`src/rtl/prime_checker_n_pkg.sv`:
```
// Shared types and constants for the trial-division primality tester.
// The FSM state is one-hot; odd divisors start at FIRST_ODD_DIV.
package prime_checker_n_pkg;
   localparam int DEFAULT_WIDTH = 8;
   localparam int FIRST_ODD_DIV = 3;

   typedef enum logic [4:0] {
      S_IDLE  = 5'b00001,
      S_CHECK = 5'b00010,
      S_DIV   = 5'b00100,
      S_EVAL  = 5'b01000,
      S_DONE  = 5'b10000
   } state_t;
endpackage

```
`src/rtl/prime_checker_n_if.sv`:
```
// Operand/result handshake bundle for prime_checker_n.
// The _i/_o suffixes are named from the checker's point of view.
interface prime_checker_n_if
   import prime_checker_n_pkg::*;
   #(parameter int WIDTH = DEFAULT_WIDTH);

   logic             in_valid_i;
   logic             in_ready_o;
   logic [WIDTH-1:0] data_i;
   logic             out_valid_o;
   logic             out_ready_i;
   logic             prime_o;
   logic [WIDTH-1:0] factor_o;
   logic [WIDTH-1:0] trials_o;

   modport master (
      output in_valid_i, data_i, out_ready_i,
      input  in_ready_o, out_valid_o, prime_o, factor_o, trials_o
   );

   modport slave (
      input  in_valid_i, data_i, out_ready_i,
      output in_ready_o, out_valid_o, prime_o, factor_o, trials_o
   );
endinterface

```
`src/rtl/prime_checker_n_seq_mod.sv`:
```
// Sequential restoring remainder unit: one quotient bit per clock.
// The first bit is taken on the start edge, so done pulses exactly WIDTH cycles after start.
module prime_checker_n_seq_mod #(
   parameter int WIDTH = 8
) (
   input  logic             clk,
   input  logic             rst_n,
   input  logic             abort_i,
   input  logic             start_i,
   input  logic [WIDTH-1:0] dividend_i,
   input  logic [WIDTH:0]   divisor_i,
   output logic             done_o,
   output logic [WIDTH:0]   rem_o
);
   localparam int CW = $clog2(WIDTH + 1);

   logic [WIDTH-1:0] r_dvd;
   logic [WIDTH:0]   r_dsr;
   logic [WIDTH:0]   r_rem;
   logic [CW-1:0]    r_cnt;
   logic             r_busy;
   logic             r_done;

   logic [WIDTH:0]   w_rem_in;
   logic [WIDTH-1:0] w_dvd_in;
   logic [WIDTH:0]   w_dsr_in;
   logic [WIDTH+1:0] w_trial;
   logic [WIDTH+1:0] w_diff;
   logic [WIDTH:0]   w_rem_next;

   // On start the step uses the fresh operands directly instead of the registers.
   assign w_rem_in   = start_i ? '0 : r_rem;
   assign w_dvd_in   = start_i ? dividend_i : r_dvd;
   assign w_dsr_in   = start_i ? divisor_i : r_dsr;
   assign w_trial    = {w_rem_in, w_dvd_in[WIDTH-1]};
   assign w_diff     = w_trial - {1'b0, w_dsr_in};
   assign w_rem_next = (w_trial >= {1'b0, w_dsr_in}) ? w_diff[WIDTH:0] : w_trial[WIDTH:0];

   always_ff @(posedge clk or negedge rst_n) begin
      if (!rst_n) begin
         r_dvd  <= '0;
         r_dsr  <= '0;
         r_rem  <= '0;
         r_cnt  <= '0;
         r_busy <= 1'b0;
         r_done <= 1'b0;
      end else if (abort_i) begin
         r_busy <= 1'b0;
         r_done <= 1'b0;
      end else if (start_i || r_busy) begin
         r_rem <= w_rem_next;
         r_dvd <= {w_dvd_in[WIDTH-2:0], 1'b0};
         r_dsr <= w_dsr_in;
         if (start_i) begin
            r_cnt  <= CW'(WIDTH - 1);
            r_busy <= 1'b1;
            r_done <= 1'b0;
         end else begin
            r_cnt  <= r_cnt - 1'b1;
            r_busy <= (r_cnt != CW'(1));
            r_done <= (r_cnt == CW'(1));
         end
      end else begin
         r_done <= 1'b0;
      end
   end

   assign done_o = r_done;
   assign rem_o  = r_rem;
endmodule

```
`src/rtl/prime_checker_n.sv`:
```
// Multi-cycle primality tester: trial division by 2, then odd divisors until d*d > n.
// Reports prime flag, smallest nontrivial factor and the number of remainder passes.
module prime_checker_n
   import prime_checker_n_pkg::*;
#(
   parameter int WIDTH = DEFAULT_WIDTH
) (
   input  logic             clk,
   input  logic             rst_n,
   input  logic             clear_i,
   prime_checker_n_if.slave bus
);
   localparam int NW = 2 * WIDTH + 2;

   state_t           r_state;
   logic             r_in_ready;
   logic             r_out_valid;
   logic             r_prime;
   logic [WIDTH-1:0] r_factor;
   logic [WIDTH-1:0] r_trials_out;
   logic [WIDTH-1:0] r_n;
   logic [WIDTH:0]   r_d;
   logic [WIDTH-1:0] r_trials;

   logic [NW-1:0]    w_n_ext;
   logic [WIDTH:0]   w_d_next;
   logic [NW-1:0]    w_d_next_sq;
   logic             w_check_div;
   logic             w_chk_prime;
   logic [WIDTH-1:0] w_chk_factor;
   logic             w_start;
   logic [WIDTH:0]   w_divisor;
   logic             w_done;
   logic [WIDTH:0]   w_rem;

   assign w_n_ext      = NW'(r_n);
   assign w_d_next     = r_d + (WIDTH+1)'(2);
   assign w_d_next_sq  = NW'(w_d_next) * NW'(w_d_next);
   // Odd n >= 9 is the only case that needs real division.
   assign w_check_div  = (w_n_ext >= NW'(9)) && r_n[0];
   assign w_chk_prime  = (w_n_ext == NW'(2)) || ((w_n_ext >= NW'(3)) && r_n[0]);
   assign w_chk_factor = ((w_n_ext >= NW'(4)) && !r_n[0]) ? WIDTH'(2) : '0;

   // Division starts in the same cycle the FSM decides to enter DIV.
   assign w_start   = !clear_i &&
                      (((r_state == S_CHECK) && w_check_div) ||
                       ((r_state == S_EVAL) && (w_rem != '0) && !(w_d_next_sq > w_n_ext)));
   assign w_divisor = (r_state == S_EVAL) ? w_d_next : r_d;

   prime_checker_n_seq_mod #(.WIDTH(WIDTH)) u_seq_mod (
      .clk        (clk),
      .rst_n      (rst_n),
      .abort_i    (clear_i),
      .start_i    (w_start),
      .dividend_i (r_n),
      .divisor_i  (w_divisor),
      .done_o     (w_done),
      .rem_o      (w_rem)
   );

   always_ff @(posedge clk or negedge rst_n) begin
      if (!rst_n) begin
         r_state      <= S_IDLE;
         r_in_ready   <= 1'b1;
         r_out_valid  <= 1'b0;
         r_prime      <= 1'b0;
         r_factor     <= '0;
         r_trials_out <= '0;
         r_n          <= '0;
         r_d          <= (WIDTH+1)'(FIRST_ODD_DIV);
         r_trials     <= '0;
      end else if (clear_i) begin
         r_state     <= S_IDLE;
         r_in_ready  <= 1'b1;
         r_out_valid <= 1'b0;
      end else begin
         case (r_state)
            S_IDLE: begin
               if (bus.in_valid_i) begin
                  r_n        <= bus.data_i;
                  r_trials   <= '0;
                  r_d        <= (WIDTH+1)'(FIRST_ODD_DIV);
                  r_in_ready <= 1'b0;
                  r_state    <= S_CHECK;
               end
            end
            S_CHECK: begin
               if (w_check_div) begin
                  r_trials <= r_trials + 1'b1;
                  r_state  <= S_DIV;
               end else begin
                  r_prime      <= w_chk_prime;
                  r_factor     <= w_chk_factor;
                  r_trials_out <= r_trials;
                  r_out_valid  <= 1'b1;
                  r_state      <= S_DONE;
               end
            end
            S_DIV: begin
               if (w_done) begin
                  r_state <= S_EVAL;
               end
            end
            S_EVAL: begin
               if (w_rem == '0) begin
                  r_prime      <= 1'b0;
                  r_factor     <= r_d[WIDTH-1:0];
                  r_trials_out <= r_trials;
                  r_out_valid  <= 1'b1;
                  r_state      <= S_DONE;
               end else begin
                  r_d <= w_d_next;
                  if (w_d_next_sq > w_n_ext) begin
                     r_prime      <= 1'b1;
                     r_factor     <= '0;
                     r_trials_out <= r_trials;
                     r_out_valid  <= 1'b1;
                     r_state      <= S_DONE;
                  end else begin
                     r_trials <= r_trials + 1'b1;
                     r_state  <= S_DIV;
                  end
               end
            end
            S_DONE: begin
               if (bus.out_ready_i) begin
                  r_out_valid <= 1'b0;
                  r_in_ready  <= 1'b1;
                  r_state     <= S_IDLE;
               end
            end
            default: begin
               r_state     <= S_IDLE;
               r_in_ready  <= 1'b1;
               r_out_valid <= 1'b0;
            end
         endcase
      end
   end

   assign bus.in_ready_o  = r_in_ready;
   assign bus.out_valid_o = r_out_valid;
   assign bus.prime_o     = r_prime;
   assign bus.factor_o    = r_factor;
   assign bus.trials_o    = r_trials_out;
endmodule

```
`src/flat_wrapper.sv`:
```
// flat-port wrapper written by rule: the top's interface ports become plain ports
module prime_checker_n_flat import prime_checker_n_pkg::*;
#(
   parameter int WIDTH = DEFAULT_WIDTH
)
  (clk, rst_n, clear_i, bus_in_valid_i, bus_data_i, bus_out_ready_i, bus_in_ready_o, bus_out_valid_o, bus_prime_o, bus_factor_o, bus_trials_o);
  prime_checker_n_if #(.WIDTH(WIDTH)) bus_i ();
  input  logic clk;
  input  logic rst_n;
  input  logic clear_i;
  input wire logic [$bits(bus_i.in_valid_i)-1:0] bus_in_valid_i;
  input wire logic [$bits(bus_i.data_i)-1:0] bus_data_i;
  input wire logic [$bits(bus_i.out_ready_i)-1:0] bus_out_ready_i;
  output wire logic [$bits(bus_i.in_ready_o)-1:0] bus_in_ready_o;
  output wire logic [$bits(bus_i.out_valid_o)-1:0] bus_out_valid_o;
  output wire logic [$bits(bus_i.prime_o)-1:0] bus_prime_o;
  output wire logic [$bits(bus_i.factor_o)-1:0] bus_factor_o;
  output wire logic [$bits(bus_i.trials_o)-1:0] bus_trials_o;
  assign bus_i.in_valid_i = bus_in_valid_i;
  assign bus_i.data_i = bus_data_i;
  assign bus_i.out_ready_i = bus_out_ready_i;
  assign bus_in_ready_o = bus_i.in_ready_o;
  assign bus_out_valid_o = bus_i.out_valid_o;
  assign bus_prime_o = bus_i.prime_o;
  assign bus_factor_o = bus_i.factor_o;
  assign bus_trials_o = bus_i.trials_o;
  prime_checker_n #(.WIDTH(WIDTH)) u_core (.clk(clk), .rst_n(rst_n), .clear_i(clear_i), .bus(bus_i));
endmodule
```
`config.mk`:
```
export PLATFORM = sky130hd
export DESIGN_NAME = prime_checker_n_flat
export DESIGN_NICKNAME = d
export VERILOG_FILES = /design/src/rtl/prime_checker_n_pkg.sv /design/src/rtl/prime_checker_n_if.sv /design/src/rtl/prime_checker_n_seq_mod.sv /design/src/rtl/prime_checker_n.sv /design/src/flat_wrapper.sv
export SDC_FILE = /design/constraint.sdc
export NUM_CORES = 1
export LEC_CHECK = 0
export CORE_UTILIZATION = 50
export DETAILED_ROUTE_END_ITERATION = 6
export PLACE_DENSITY = 0.79
export SYNTH_ARGS = -nofsm -noshare
export SYNTH_HDL_FRONTEND = slang
export SYNTH_SLANG_ARGS = --single-unit
```
`constraint.sdc`:
```
create_clock -name clk -period 10.4 [get_ports clk]
set_input_delay 2.08 -clock clk [delete_from_list [all_inputs] [get_ports clk]]
set_output_delay 2.08 -clock clk [all_outputs]
set_load 0.05 [all_outputs]
```
* Yosys cells after proc, flatten, opt, wreduce, memory -nomap -nowiden
Index checks and enable logic that the tools add are counted.
** Storage, ports and cells
- Input port bits :: 13
- Register bits after elaboration :: 80
** Cells by class
- Eq/ne operators :: 21
- Muxes and demuxes :: 50
- Reductions and logical operators :: 29
- Order comparisons :: 5
- $mul :: 1
- Bitwise gates (word level) :: 1
- $add $sub $neg :: 4
** Operator list (count)
- $mux 8 :: 11
- $mux 9 :: 6
- $mux 5 :: 7
- $pmux 8 s2 :: 2
- $pmux 5 s5 :: 1
- $pmux 8 s3 :: 1
- $gt 18x8->1 :: 1
- $mul 9x9->18 :: 1
- $pmux 9 s2 :: 1
- $mux 1 :: 16
- $ne 3x3->1 const B :: 5
- $reduce_and 4->1 :: 3
- $ge 10x9->1 :: 1
- $add 9x2->9 const B :: 1
- $logic_not 9->1 :: 1
- $reduce_and 3->1 :: 3
- $reduce_bool 9->1 :: 1
- $sub 9x9->9 :: 1
- $add 8x1->8 const B :: 1
- $eq 8x2->1 const B :: 1
- $ge 8x2->1 const B :: 1
- $ge 8x3->1 const B :: 1
- $ge 8x4->1 const B :: 1
- $ne 2x2->1 const B :: 4
- other kinds (25) :: 39

* Logic depth before layout (Yosys ltp)
- Depth in word-level cells :: 10
- Mapped depth :: 37
- Depth with buffers taken out :: 35

* Cells and area by module
A second synthesis with hierarchy kept.
** Unflattened totals
- Cells, all modules :: 720
- Area total of the unflattened synthesis :: 6677.7 sq um
** By module, submodules not included
- prime_checker_n :: area each 4810.9 sq um, instances 1, cells each 526
- prime_checker_n_seq_mod :: area each 1866.8 sq um, instances 1, cells each 194

* Least setup slack after synthesis
Ideal clock, no wire load.
- Path kind :: register to register
- Start :: reg u_core.r_d[1]
- End :: reg u_core.u_seq_mod.r_rem[3] (netlist: u_core.u_seq_mod.rem_o[3])
- Data arrival time :: 8.307 ns
- Data required time :: 10.275 ns
- Stages on the path, launching flop included :: 35
- Path slack :: 1.969 ns
- Path buffers :: 3
- Cells stage by stage :: dfstp_2 clkbuf_1 inv_1 ha_1 clkbuf_1 or2_2 fa_1 inv_1 fa_1 inv_1 fa_1 fa_1 inv_1 ha_1 xnor2_1 ha_1 a211oi_1 o221ai_1 a2111oi_4 nand4_1 o31ai_1 buf_4 nand2_2 mux2_2 ha_1 inv_1 fa_1 nand3_1 a21oi_1 nor3_1 a21oi_1 nor2_1 mux2i_1 o21ai_0 mux2_2
** On the way
- Longest elaborated chain between the ends :: 10
- Elaborated cells between the ends (all ways) :: 16
- Those cells by class :: 2 x add/sub; 1 x mul; 2 x order compare; 5 x mux; 6 x reduce/logical
** RTL lines
- from (decl) :: line prime_checker_n.sv:22 : logic [WIDTH:0] r_d;
- from (signal assigned) :: line prime_checker_n.sv:70 : r_d <= (WIDTH+1)'(FIRST_ODD_DIV);
- from (signal assigned) :: line prime_checker_n.sv:82 : r_d <= (WIDTH+1)'(FIRST_ODD_DIV);
- from (signal assigned) :: line prime_checker_n.sv:112 : r_d <= w_d_next;
- $add 9x2->9 * :: line prime_checker_n.sv:37 : assign w_d_next = r_d + (WIDTH+1)'(2);
- $mul 9x9->18 * :: line prime_checker_n.sv:38 : assign w_d_next_sq = NW'(w_d_next) * NW'(w_d_next);
- $gt 18x8->1 * :: line prime_checker_n.sv:47 : ((r_state == S_EVAL) && (w_rem != '0) && !(w_d_next_sq > w_n_ext)));
- $logic_not 1->1 * :: line prime_checker_n.sv:47
- $logic_and 1x1->1 * :: line prime_checker_n.sv:47
- $logic_or 1x1->1 * :: line prime_checker_n.sv:46 : (((r_state == S_CHECK) && w_check_div) ||
- $logic_and 1x1->1 * :: line prime_checker_n.sv:45 : assign w_start = !clear_i &&
- $mux 9 * :: line prime_checker_n_seq_mod.sv:34 : assign w_dsr_in = start_i ? divisor_i : r_dsr;
- via u_core.u_seq_mod.w_dsr_in[0] :: line prime_checker_n_seq_mod.sv:26 : logic [WIDTH:0] w_dsr_in;
- $sub 9x9->9 / $ge 10x9->1 (equally long branches) :: line prime_checker_n_seq_mod.sv:36, prime_checker_n_seq_mod.sv:37
- $mux 9 * :: line prime_checker_n_seq_mod.sv:37 : assign w_rem_next = (w_trial >= {1'b0, w_dsr_in}) ? w_diff[WIDTH:0] : w_trial[WIDTH:0];
- to (signal assigned) :: line prime_checker_n_seq_mod.sv:51 : r_rem <= w_rem_next;
- to (decl) :: line prime_checker_n_seq_mod.sv:19 : logic [WIDTH:0] r_rem;
The timed path passes the listed nets; every way through them passes the cells marked *.
A chain may end at the register's enable or synchronous reset.

* Final worst setup path
- Start :: reg u_core.r_d[1]
- End :: reg u_core.u_seq_mod.r_rem[3] (netlist: u_core.u_seq_mod.rem_o[3])
** On the way
- Longest elaborated chain between the ends :: 10
- Elaborated cells between the ends (all ways) :: 16
- Those cells by class :: 2 x add/sub; 1 x mul; 2 x order compare; 5 x mux; 6 x reduce/logical
** RTL lines
- $add 9x2->9 :: line prime_checker_n.sv:37
- $mul 9x9->18 :: line prime_checker_n.sv:38
- $gt 18x8->1 :: line prime_checker_n.sv:47
- $logic_not 1->1 :: line prime_checker_n.sv:47
- $logic_and 1x1->1 :: line prime_checker_n.sv:47
- $logic_or 1x1->1 :: line prime_checker_n.sv:46
- $logic_and 1x1->1 :: line prime_checker_n.sv:45
- $mux 8, or another cell as far along :: line prime_checker_n_seq_mod.sv:33 : assign w_dvd_in = start_i ? dividend_i : r_dvd;
- $sub 9x9->9 / $ge 10x9->1 (equally long branches) :: line prime_checker_n_seq_mod.sv:36, prime_checker_n_seq_mod.sv:37
- $mux 9 :: line prime_checker_n_seq_mod.sv:37
Several ways; a longest one is shown, not always the timed one.

==> metrics.md <==
| Metric | Value |
|---|---|
| Reg2reg setup slack | 0.78 ns |
| H-tree depth | 3 |
| Worst EP arrival | 9.84 ns |
| Post-CTS Repair Setup Buffers | 0 |
| Part of the cycle the worst path needs | 0.925 |
| GRT Util Overall | 0.230 |
| Initial Utilization | 0.520 |
| Final Critical Period | 9.62 ns |
| Leakage | 3.70 nW |
| Synth Instances | 753 |
| Largest family of logic cells by synthesized area | adder cells |
| Fmax | 0.104 GHz |
| # resized after CTS | 0 |
| Netlist Area Pre-Place | 0.00697 mm^2 |
| WL/cell | 16.5 um |
| I/O Buffers | 31 |
| Clk_lat worst skew | 0.35 ns |
| Core area | 0.0134 mm^2 |
| CTS Sinks | 80 |
| Grt ovf | 0 |
| XOR/XNOR Fraction of Synth Area | 0.0453 |
| Post-Synth Adder-Cell Area | 0.198 |
| Via Count | 5594 |
| NumNets Final | 870 |
| Worst slew pin tran | 1.08 ns |
| First drt pass iteration count | 5 |
| Slowest stage cell, crit path | dfstp_2 |
| Iteration-0 DRC Markers | 386 |
| Share of cells above drive strength 1 | 0.0868 |
| Dpl hpwl | 11600 um |
| DRC viols | 0 |
| Total Neg Setup Slack | 0 ns |
| Critical Path Start Type | register |
| Clk slew on worst S/H paths | 0.06 ns |
| First-pass GRT wire length | 26100 um |
| Final setup fails | 0 |
| Die Y | 120 um |
| Largest net degree at the start of global routing | 81 |
| DIE AREA | 0.0144 mm^2 |
| Final hold violation count | 0 |
| Worst vdd ir | 0.0785 mV |
| Outcome | finished clean |
| Prevailing post-synth register cell | dfrtp_1 |
| Die Wd | 120 um |
| DRT antenna net count | 0 |
| CTS tree | yes |
| Critical path endpoint category | register |
| Ports | 32 |
| Synthesized area per cell | 9.25 um^2 |
| Max_slew headroom | 0.278 |
| Compound-Gate Fraction of Synth Area | 0.153 |
| RSZ-0062 raised after global routing | no |
| Total CTS buffers | 9 |
| Final Max Tran Viols | 0 |
| PwrDens | 169 mW/mm^2 |
| Critical path required time | 10.62 ns |
| Placer Congestion | 0.927 |
| Post-Synth Simple-Gate Area | 0.165 |
| Yosys cell types | 73 |
| Syn_nets | 856 |
| Initial antenna violation count | 0 |
| Fin cells | 948 |
| Critical path fanouts, max | 17 |
| Total power draw | 0.00130 W |
| Vias in the first global route | 5416 |
| Post-CTS Hold Fix Bufs | 0 |
| Root Driver | clkbuf_16 |
| Mux cell area share after synthesis | 0.0735 |
| Clock buffer depth | 2 |
| Fillers | 1178 |
| Inst Count DP | 932 |
| Ys Warns | 0 |
| Asr flop ratio synth | 1.00 |
| CP max stage delay | 0.70 ns |
| Row cnt | 42 |
| Crit path kind | register to register |
| Layout area overhead | 10.1% |
| DRT Wirelength | 15700 um |
| MaxCap Viol Count | 0 |
| Synth Register Bits | 80 |
| Sequential area share after synthesis | 0.288 |
| Clock Skews | 0.0100 ns |
| Number of synthesized flops with an enable pin | 0 |
| Hold Crit Class | register to register |
| Via-to-Cell Ratio | 5.90 |
| N_diodes | 0 |
registers in the layout, indices dropped and copies added (netlist names), 5 cells and up:
| signal | cells |
|---|---|
| u_core.u_seq_mod.rem_o | 9 |
| u_core.r_state | 5 |
| u_core.u_seq_mod.r_dvd | 7 |
| u_core.u_seq_mod.r_dsr | 9 |
| u_core.r_n | 8 |
| u_core.bus.factor_o | 8 |
| u_core.r_trials | 8 |
| u_core.r_d | 9 |
| u_core.bus.trials_o | 8 |
power by group:
part | switching, W | internal, W | total, W
Clock | 0.000127 | 0.000224 | 0.000351
Sequential | 0.0000669 | 0.000378 | 0.000445
Combinational | 0.000294 | 0.000209 | 0.000502
area by class of cell:
type	instances	area, um^2	area share
clock buffers	12	256	0.0334
multi-input cells	553	4430	0.577
well taps	176	220	0.0287
inverters	86	328	0.0427
repair buffers	37	353	0.0460
clock inverters	4	76.3	0.00995
flip-flops and latches	80	2010	0.262
worst max-delay path: cells and delay by family, from the launching register on:
family / cells / cell delay, ns
fa+ha+maj: 8 / 3.33
simple gates: 8 / 2.10
compound gates: 7 / 1.43
flops: 1 / 0.70
mux: 3 / 0.70
buf+inv: 5 / 0.66
xor+xnor: 2 / 0.56
cells by family (layout without fill, tap and decap cells):
family	count (synthesis)	after routing
buffers and inverters	120	139
adder cells (fa/ha/maj)	90	90
flip-flops	80	80
XOR/XNOR	36	36
AO/OA/AOI/OAI	153	153
multiplexers	48	48
AND/OR/NAND/NOR	226	226
per-layer routing:
metal  wire length [um]  global-route usage  up-vias
li1                   -                   -     2646
met1               6710               0.298     2732
met5                  0                   0        -
met4                612               0.116        0
met3                739              0.0271       41
met2               7590               0.377      175
synth_stat cells, drive strengths merged, types with 4 or more instances:
library cell | instances | area, um^2
clkbuf | 15 | 56.3
nand2b | 10 | 62.6
ha | 56 | 701
nor3b | 4 | 30.0
a2bb2oi | 11 | 96.3
a21o | 14 | 105
and3 | 4 | 25.0
inv | 85 | 319
and2 | 11 | 68.8
o21ai | 36 | 188
o31ai | 14 | 105
nor2b | 11 | 68.8
o211ai | 6 | 45.0
nor4 | 4 | 25.0
nor3 | 13 | 70.1
nand2 | 61 | 231
mux2i | 23 | 230
or4 | 9 | 71.3
or2 | 7 | 46.3
buf | 19 | 150
a221oi | 7 | 61.3
nand4 | 9 | 56.3
nand3b | 4 | 30.0
nor2 | 57 | 214
a21oi | 35 | 179
dfstp | 4 | 105
xor2 | 16 | 140
dfrtp | 76 | 1900
mux2 | 25 | 282
nand3 | 15 | 85.1
xnor2 | 20 | 175
fa | 34 | 681
stage by stage:
stage	worst slack (ns)	area [um^2]	hold slack (ns)	util
finish	0.781	7670	0.486	0.572
global route	0.242	7670	0.498	0.572
floorplan	1.97	6970	0.431	-
global placement	1.08	7340	0.467	0.548
CTS	0.829	7670	0.487	0.572
detailed placement	0.891	7340	0.474	0.548
cells in the final DEF (no fill, tap or decap), types with 9 or more instances in the layout:
cell type	synthesis	layout
mux2_2	16	16
mux2_1	9	9
clkdlybuf4s50_1	0	30
and2_1	11	11
fa_1	34	34
inv_1	84	84
o21ai_0	34	34
a2bb2oi_1	11	11
nand4_1	9	9
nand3_1	13	13
a21o_1	14	14
a21oi_1	34	34
nand2_1	60	60
clkbuf_16	0	9
ha_1	56	56
nand2b_1	10	10
nor3_1	12	12
o31ai_1	14	13
nor2_1	57	57
xor2_1	16	16
mux2i_1	23	23
dfrtp_1	76	76
xnor2_1	20	20
nor2b_1	11	11
worst paths after layout:
path | startpoint | end | cells after the start
worst min register to register | u_core.u_seq_mod.r_dsr[2] | u_core.u_seq_mod.r_dsr[2] | 1
worst max register to register | u_core.r_d[1] | u_core.u_seq_mod.rem_o[3] | 33
min in group asynchronous | rst_n | u_core.u_seq_mod.r_cnt[1] | 1
worst max-delay path | u_core.r_d[1] | u_core.u_seq_mod.rem_o[3] | 33
max in group asynchronous | rst_n | u_core.u_seq_mod.rem_o[0] | 1
worst min-delay path | u_core.u_seq_mod.r_dsr[2] | u_core.u_seq_mod.r_dsr[2] | 1
Note: power is estimated with default switching activity, not from simulation.
